[config.mk]
export PLATFORM = sky130hd
export DESIGN_NAME = param_array_field_bank_flat
export DESIGN_NICKNAME = d
export VERILOG_FILES = /design/src/rtl/param_array_field_bank_pkg.sv /design/src/rtl/param_array_field_bank_if.sv /design/src/rtl/param_array_field_bank_extract.sv /design/src/rtl/param_array_field_bank.sv /design/src/flat_wrapper.sv
export SDC_FILE = /design/constraint.sdc
export NUM_CORES = 1
export LEC_CHECK = 0
export CAP_MARGIN = 20
export CORE_MARGIN = 5
export CORE_UTILIZATION = 46
export CTS_CLUSTER_DIAMETER = 200
export DETAILED_ROUTE_END_ITERATION = 10
export DONT_BUFFER_PORTS = 1
export PLACE_DENSITY = 0.67
export RECOVER_POWER = 50
export SKIP_LAST_GASP = 1
export SLEW_MARGIN = 20
export SYNTH_ARGS = -nofsm -noshare
export SYNTH_HDL_FRONTEND = slang
export SYNTH_SLANG_ARGS = --single-unit
export TNS_END_PERCENT = 10
[constraint.sdc]
create_clock -name clk -period 2.55 [get_ports clk]
set_clock_uncertainty 0.2 [all_clocks]
set_input_delay 0.255 -clock clk [delete_from_list [all_inputs] [get_ports clk]]
set_output_delay 0.255 -clock clk [all_outputs]
set_load 0.02 [all_outputs]
[src/rtl/param_array_field_bank_pkg.sv]
// Shared types and width helper for the parametrised field bank.
package param_array_pkg;

    typedef enum logic [1:0] {
        IDLE = 2'd0,
        SCAN = 2'd1,
        DONE = 2'd2
    } scan_state_t;

    // Index width for n items; a single-bit index is the floor so tiny arrays still get a port.
    function automatic int idx_width(input int n);
        return (n <= 2) ? 1 : $clog2(n);
    endfunction

endpackage

[src/rtl/param_array_field_bank_if.sv]
// Port bundle for the field bank: write port, read/compare port and scan control.
interface param_array_field_bank_if
    import param_array_pkg::*;
#(
    parameter int DEPTH = 4,
    parameter int WIDTH = 3,
    parameter int FLD_W = 2
);
    localparam int ADDR_W = idx_width(DEPTH);
    localparam int LSB_W  = idx_width(WIDTH);

    logic              wr_en;
    logic [ADDR_W-1:0] wr_addr;
    logic [WIDTH-1:0]  wr_data;
    logic              rd_en;
    logic [ADDR_W-1:0] rd_addr;
    logic [LSB_W-1:0]  rd_lsb;
    logic [FLD_W-1:0]  cmp_val;
    logic [FLD_W-1:0]  rd_field;
    logic              rd_match;
    logic              rd_valid;
    logic              scan_start;
    logic [LSB_W-1:0]  scan_lsb;
    logic              scan_busy;
    logic              scan_done;
    logic              scan_hit;
    logic [ADDR_W-1:0] scan_idx;

    modport master (
        output wr_en, wr_addr, wr_data, rd_en, rd_addr, rd_lsb, cmp_val,
               scan_start, scan_lsb,
        input  rd_field, rd_match, rd_valid, scan_busy, scan_done, scan_hit, scan_idx
    );

    modport slave (
        input  wr_en, wr_addr, wr_data, rd_en, rd_addr, rd_lsb, cmp_val,
               scan_start, scan_lsb,
        output rd_field, rd_match, rd_valid, scan_busy, scan_done, scan_hit, scan_idx
    );

endinterface

[src/rtl/param_array_field_bank_extract.sv]
// Zero-filled bit-field extraction: bits past the top of the entry read as 0, no wrap.
module array_field_extract #(
    parameter int WIDTH = 3,
    parameter int FLD_W = 2,
    parameter int LSB_W = 2
) (
    input  logic [WIDTH-1:0] entry,
    input  logic [LSB_W-1:0] lsb,
    output logic [FLD_W-1:0] field
);

    // Logical right shift fills from the top with zeros, which gives the out-of-range behaviour.
    assign field = FLD_W'(entry >> lsb);

endmodule

[src/rtl/param_array_field_bank.sv]
// Register-array bank with a registered field read/compare port and a first-match scan engine.
//
// state | meaning
// IDLE  | waiting for scan_start; key and lsb captured on start
// SCAN  | testing one entry per cycle, scan_busy high
// DONE  | one-cycle scan_done pulse, result on scan_hit/scan_idx
module param_array_field_bank
    import param_array_pkg::*;
#(
    parameter int DEPTH = 4,
    parameter int WIDTH = 3,
    parameter int FLD_W = 2
) (
    input logic clk,
    input logic rst,
    param_array_field_bank_if.slave bus
);
    localparam int ADDR_W = idx_width(DEPTH);
    localparam int LSB_W  = idx_width(WIDTH);

    logic [WIDTH-1:0]  mem [DEPTH];
    logic [WIDTH-1:0]  rd_entry;
    logic [FLD_W-1:0]  rd_fld;
    logic [FLD_W-1:0]  scan_fld;

    scan_state_t       state;
    logic [ADDR_W-1:0] idx;
    logic [FLD_W-1:0]  key;
    logic [LSB_W-1:0]  lsb_cap;
    logic              busy_q;
    logic              done_q;
    logic              hit_q;
    logic [ADDR_W-1:0] hit_idx_q;
    logic [FLD_W-1:0]  rd_field_q;
    logic              rd_match_q;
    logic              rd_valid_q;

    // Read address beyond the populated entries returns an all-zero entry.
    always_comb begin
        rd_entry = '0;
        if (int'(bus.rd_addr) < DEPTH) rd_entry = mem[bus.rd_addr];
    end

    array_field_extract #(.WIDTH(WIDTH), .FLD_W(FLD_W), .LSB_W(LSB_W)) u_rd_extract (
        .entry (rd_entry),
        .lsb   (bus.rd_lsb),
        .field (rd_fld)
    );

    array_field_extract #(.WIDTH(WIDTH), .FLD_W(FLD_W), .LSB_W(LSB_W)) u_scan_extract (
        .entry (mem[idx]),
        .lsb   (lsb_cap),
        .field (scan_fld)
    );

    // Storage: cleared on reset, out-of-range write addresses dropped.
    always_ff @(posedge clk) begin
        if (rst) begin
            for (int i = 0; i < DEPTH; i++) mem[i] <= '0;
        end else if (bus.wr_en && (int'(bus.wr_addr) < DEPTH)) begin
            mem[bus.wr_addr] <= bus.wr_data;
        end
    end

    // Read port: one-cycle latency, field and match hold when no read is issued.
    always_ff @(posedge clk) begin
        if (rst) begin
            rd_field_q <= '0;
            rd_match_q <= 1'b0;
            rd_valid_q <= 1'b0;
        end else begin
            rd_valid_q <= bus.rd_en;
            if (bus.rd_en) begin
                rd_field_q <= rd_fld;
                rd_match_q <= (rd_fld == bus.cmp_val);
            end
        end
    end

    // Scan engine: walks entries from index 0 and stops at the first field equal to the key.
    always_ff @(posedge clk) begin
        if (rst) begin
            state     <= IDLE;
            idx       <= '0;
            key       <= '0;
            lsb_cap   <= '0;
            busy_q    <= 1'b0;
            done_q    <= 1'b0;
            hit_q     <= 1'b0;
            hit_idx_q <= '0;
        end else begin
            done_q <= 1'b0;
            case (state)
                IDLE: begin
                    if (bus.scan_start) begin
                        key       <= bus.cmp_val;
                        lsb_cap   <= bus.scan_lsb;
                        idx       <= '0;
                        hit_q     <= 1'b0;
                        hit_idx_q <= '0;
                        busy_q    <= 1'b1;
                        state     <= SCAN;
                    end
                end
                SCAN: begin
                    if (scan_fld == key) begin
                        hit_q     <= 1'b1;
                        hit_idx_q <= idx;
                        busy_q    <= 1'b0;
                        done_q    <= 1'b1;
                        state     <= DONE;
                    end else if (idx == ADDR_W'(DEPTH - 1)) begin
                        hit_q     <= 1'b0;
                        hit_idx_q <= '0;
                        busy_q    <= 1'b0;
                        done_q    <= 1'b1;
                        state     <= DONE;
                    end else begin
                        idx <= idx + ADDR_W'(1);
                    end
                end
                DONE: begin
                    state <= IDLE;
                end
                default: begin
                    busy_q <= 1'b0;
                    state  <= IDLE;
                end
            endcase
        end
    end

    assign bus.rd_field  = rd_field_q;
    assign bus.rd_match  = rd_match_q;
    assign bus.rd_valid  = rd_valid_q;
    assign bus.scan_busy = busy_q;
    assign bus.scan_done = done_q;
    assign bus.scan_hit  = hit_q;
    assign bus.scan_idx  = hit_idx_q;

endmodule

[src/flat_wrapper.sv]
// flat-port wrapper written by rule: the top's interface ports become plain ports
module param_array_field_bank_flat import param_array_pkg::*;
#(
    parameter int DEPTH = 4,
    parameter int WIDTH = 3,
    parameter int FLD_W = 2
)
  (clk, rst, bus_wr_en, bus_wr_addr, bus_wr_data, bus_rd_en, bus_rd_addr, bus_rd_lsb, bus_cmp_val, bus_scan_start, bus_scan_lsb, bus_rd_field, bus_rd_match, bus_rd_valid, bus_scan_busy, bus_scan_done, bus_scan_hit, bus_scan_idx);
  param_array_field_bank_if #(.DEPTH(DEPTH), .WIDTH(WIDTH), .FLD_W(FLD_W)) bus_i ();
  input logic clk;
  input logic rst;
  input wire logic [$bits(bus_i.wr_en)-1:0] bus_wr_en;
  input wire logic [$bits(bus_i.wr_addr)-1:0] bus_wr_addr;
  input wire logic [$bits(bus_i.wr_data)-1:0] bus_wr_data;
  input wire logic [$bits(bus_i.rd_en)-1:0] bus_rd_en;
  input wire logic [$bits(bus_i.rd_addr)-1:0] bus_rd_addr;
  input wire logic [$bits(bus_i.rd_lsb)-1:0] bus_rd_lsb;
  input wire logic [$bits(bus_i.cmp_val)-1:0] bus_cmp_val;
  input wire logic [$bits(bus_i.scan_start)-1:0] bus_scan_start;
  input wire logic [$bits(bus_i.scan_lsb)-1:0] bus_scan_lsb;
  output wire logic [$bits(bus_i.rd_field)-1:0] bus_rd_field;
  output wire logic [$bits(bus_i.rd_match)-1:0] bus_rd_match;
  output wire logic [$bits(bus_i.rd_valid)-1:0] bus_rd_valid;
  output wire logic [$bits(bus_i.scan_busy)-1:0] bus_scan_busy;
  output wire logic [$bits(bus_i.scan_done)-1:0] bus_scan_done;
  output wire logic [$bits(bus_i.scan_hit)-1:0] bus_scan_hit;
  output wire logic [$bits(bus_i.scan_idx)-1:0] bus_scan_idx;
  assign bus_i.wr_en = bus_wr_en;
  assign bus_i.wr_addr = bus_wr_addr;
  assign bus_i.wr_data = bus_wr_data;
  assign bus_i.rd_en = bus_rd_en;
  assign bus_i.rd_addr = bus_rd_addr;
  assign bus_i.rd_lsb = bus_rd_lsb;
  assign bus_i.cmp_val = bus_cmp_val;
  assign bus_i.scan_start = bus_scan_start;
  assign bus_i.scan_lsb = bus_scan_lsb;
  assign bus_rd_field = bus_i.rd_field;
  assign bus_rd_match = bus_i.rd_match;
  assign bus_rd_valid = bus_i.rd_valid;
  assign bus_scan_busy = bus_i.scan_busy;
  assign bus_scan_done = bus_i.scan_done;
  assign bus_scan_hit = bus_i.scan_hit;
  assign bus_scan_idx = bus_i.scan_idx;
  param_array_field_bank #(.DEPTH(DEPTH), .WIDTH(WIDTH), .FLD_W(FLD_W)) u_core (.clk(clk), .rst(rst), .bus(bus_i));
endmodule
==> flow_metrics.tcl <==
set metrics [dict create \
    layout_commonest_cell "dfxtp_1" \
    synth.area.mux_share 0.145 \
    ys_seq_elements 31 \
    max_slew_margin 0.538 \
    grt_first_pass_wirelength_um 5090 \
    cts_tree "yes" \
    synth_compound_area_frac 0.104 \
    drtIter0Drc 44 \
    min_path_type "in -> reg" \
    cp.arrival_ns 2.51 \
    cts.sinks 31 \
    worst_slew_pin_slew_ns 0.690 \
    power_leakage_uw 0.000631 \
    rr_worst_depth 5 \
    insertedDiodeCount 0 \
    clockBufferDepth 2 \
    p_per_area_nw_per_um2 620 \
    r2r_end "u_core.bus.scan_idx[1]" \
    netlist_instances 133 \
    fin_util 0.557 \
    grt.total_usage 0.157 \
    dieArea_um2 4560 \
    clk_latency_ns 0.33 \
    max-vdd-ir-drop_v 0.000304 \
    period_minus_slack_ns 2.43 \
    dp_hpwl_um 2220 \
    finalSetupViolations 0 \
    slowest_delay_ns 0.56 \
    vias 1031 \
    io_pins 27 \
    ys_seq_area_frac 0.486 \
    synth_nets 152 \
    drc_errors 0 \
    initial_core_util 0.491 \
    worst-setup-path-type "reg -> reg" \
    grt_pass1_vias 1110 \
    fin_nets 166 \
    worstPathRequired_ns 2.63 \
    outcome "completed" \
    fp-row-count 20 \
    root_buffer "clkbuf_4" \
    final.period_utilization 0.954 \
    wire_per_inst_um 16.2 \
    dieHeight_um 67.5 \
    mostFrequentLayoutCells "dfxtp_1, edfxtp_1, nor2_1" \
    antenna_found_initial 0 \
    holdPathStages 1 \
    h-tree-depth 2 \
    fp.coreArea_um2 3100 \
    avgSynthCellArea_um2 11.4 \
    first_pass_iters 4 \
    holdPathEnd "u_core.mem[2][0]" \
    drive_above_1_share 0.169 \
    slew_viol_final 0 \
    max_freq_ghz 0.411 \
    io_buffers 0 \
    synth-simple-area-share 0.224 \
    wirelength_um 3120 \
    rsz0062_at_grt "true" \
    globalplace.congestion 0.767 \
    cp_max_fo 3 \
    via_per_inst 5.37 \
    min_from "bus_wr_en" \
    pre_cts_ws_ns 0.133 \
    hold_violations 0 \
    startpoint_type "flip-flop" \
    grt_max_degree 19 \
    synth_cell_types 34 \
    route.antenna.remaining_nets 0 \
    endpoint_kind "flip-flop" \
    cts_made_buffers 5 \
    synth-xor-area-share 0.0173 \
    fin_ws_ns 0.117 \
    grt.overflow.total 0 \
    cp_cell_sequence "mux4_2 > a22oi_1 > a21oi_2 > nor4b_1 > a221o_1" \
    synthAdderAreaFrac 0.00822 \
    die_x_um 67.5 \
    areaGrowthSynthToFinish_pct 13.6 \
    clk_pin_slew_worst_paths_ns 0.10 \
    r2r_setup_slack_ns 0.12 \
    syn-cell-area_um2 1520 \
    synth_top_family_by_area "simple AND/OR/NAND/NOR gates" \
    slowest_stage "nor4b_1" \
    synth_warnings 0 \
    max_cap_viol_count 0 \
]
==> area by class of cell <==
type / count / area [um2]
clock buffer: 7 / 55.1
clock inverter: 1 / 3.75
fill: 286 / 1370
inverter: 2 / 7.51
multi-input combinational: 96 / 759
sequential: 31 / 741
tap: 44 / 55.1
timing repair buffer: 11 / 108
==> per-layer routing <==
layer | wire length (um) | GRT usage
met1 | 1260 | 0.171
met3 | 170 | 0.0516
met2 | 1620 | 0.272
met5 | 0 | 0
met4 | 70 | 0.0759
==> critical path, delay by kind of cell, from the launching register on <==
kind             cells  cell delay, ns
AO/OA/AOI/OAI        3            0.65
flip-flops           1            0.42
multiplexers         1            0.55
AND/OR/NAND/NOR      1            0.56
==> flip-flops by register name (all words and copies together) (netlist names), named ones only <==
register              count
u_core.bus.scan_idx       2
u_core.mem               12
u_core.key                2
u_core.bus.rd_valid       1
u_core.bus.rd_field       2
u_core.lsb_cap            2
u_core.bus.scan_hit       1
u_core.bus.rd_match       1
u_core.bus.scan_done      1
u_core.bus.scan_busy      1
u_core.state              2
u_core.idx                2
==> cell families (layout without fill, tap and decap cells) <==
family	after synthesis	count (layout)
adder cells (fa/ha/maj)	1	1
XOR/XNOR	3	3
multiplexers	14	14
buffers and inverters	6	21
flip-flops	31	31
AO/OA/AOI/OAI	19	19
AND/OR/NAND/NOR	59	59
==> how the worst max path moves through the flow <==
stage	from	endpoint	slack (ns)	cells after the start
floorplan	flip-flop	flip-flop	0.28	5
global placement	flip-flop	flip-flop	0.20	5
detailed placement	flip-flop	flip-flop	0.13	5
CTS	flip-flop	flip-flop	0.12	5
global route	flip-flop	u_core.bus.scan_idx[0]	-0.01	5
finish	flip-flop	u_core.bus.scan_idx[1]	0.12	5
==> cell usage after synthesis <==
| cell type | n | area (um2) |
|---|---|---|
| and3_1 | 2 | 12.5 |
| mux2_2 | 2 | 22.5 |
| o21ai_0 | 1 | 5.00 |
| or2_2 | 2 | 12.5 |
| clkbuf_1 | 4 | 15.0 |
| nor4b_1 | 4 | 35.0 |
| and2_1 | 13 | 81.3 |
| a211oi_1 | 1 | 7.51 |
| nand2b_1 | 3 | 18.8 |
| a22oi_2 | 1 | 12.5 |
| o31ai_4 | 1 | 21.3 |
| mux4_1 | 1 | 26.3 |
| nand3b_1 | 2 | 15.0 |
| nor3_1 | 2 | 10.0 |
| a21oi_2 | 1 | 8.76 |
| nor2b_1 | 3 | 18.8 |
| dfxtp_1 | 19 | 380 |
| a21boi_0 | 2 | 15.0 |
| mux2i_1 | 6 | 60.1 |
| edfxtp_1 | 12 | 360 |
| a221o_1 | 2 | 20.0 |
| mux4_2 | 5 | 113 |
| a211o_2 | 1 | 10.0 |
| nor3b_1 | 5 | 37.5 |
| and2b_2 | 1 | 8.76 |
| a22oi_1 | 1 | 7.51 |
| a21oi_1 | 5 | 25.0 |
| xnor2_1 | 3 | 26.3 |
| inv_1 | 2 | 7.51 |
| a31o_2 | 3 | 26.3 |
| or3_4 | 1 | 11.3 |
| nand2_1 | 10 | 37.5 |
| ha_1 | 1 | 12.5 |
| nor2_1 | 11 | 41.3 |
==> report_power, final <==
| group | leakage (uW) | switching [uW] | internal [uW] |
|---|---|---|---|
| Clock | 0.0000329 | 165 | 132 |
| Sequential | 0.000272 | 38.7 | 552 |
| Combinational | 0.000326 | 88.7 | 95.1 |
==> repair_timing <==
item / 4_1_cts / 5_1_grt
setup endpoints to repair: 0 / 4
hold endpoints to repair: 40 / 0
buffers inserted: 0 / 1
resized for setup: 0 / 0
hold buffers: 10 / 0
==> metrics by stage <==
stage	area, um2	power, uW	TNS (ns)	cells	hold slack, ns
2_1_floorplan	1520	735	0	133	0.191
6_report	1730	1070	0	192	0.0234
3_5_place_dp	1560	761	0	173	0.131
4_1_cts	1720	1080	0	191	0.00873
3_3_place_gp	1560	754	0	173	0.130
5_1_grt	1730	1130	-0.0186	192	0.00889
Power figures use the tool's default switching activity.
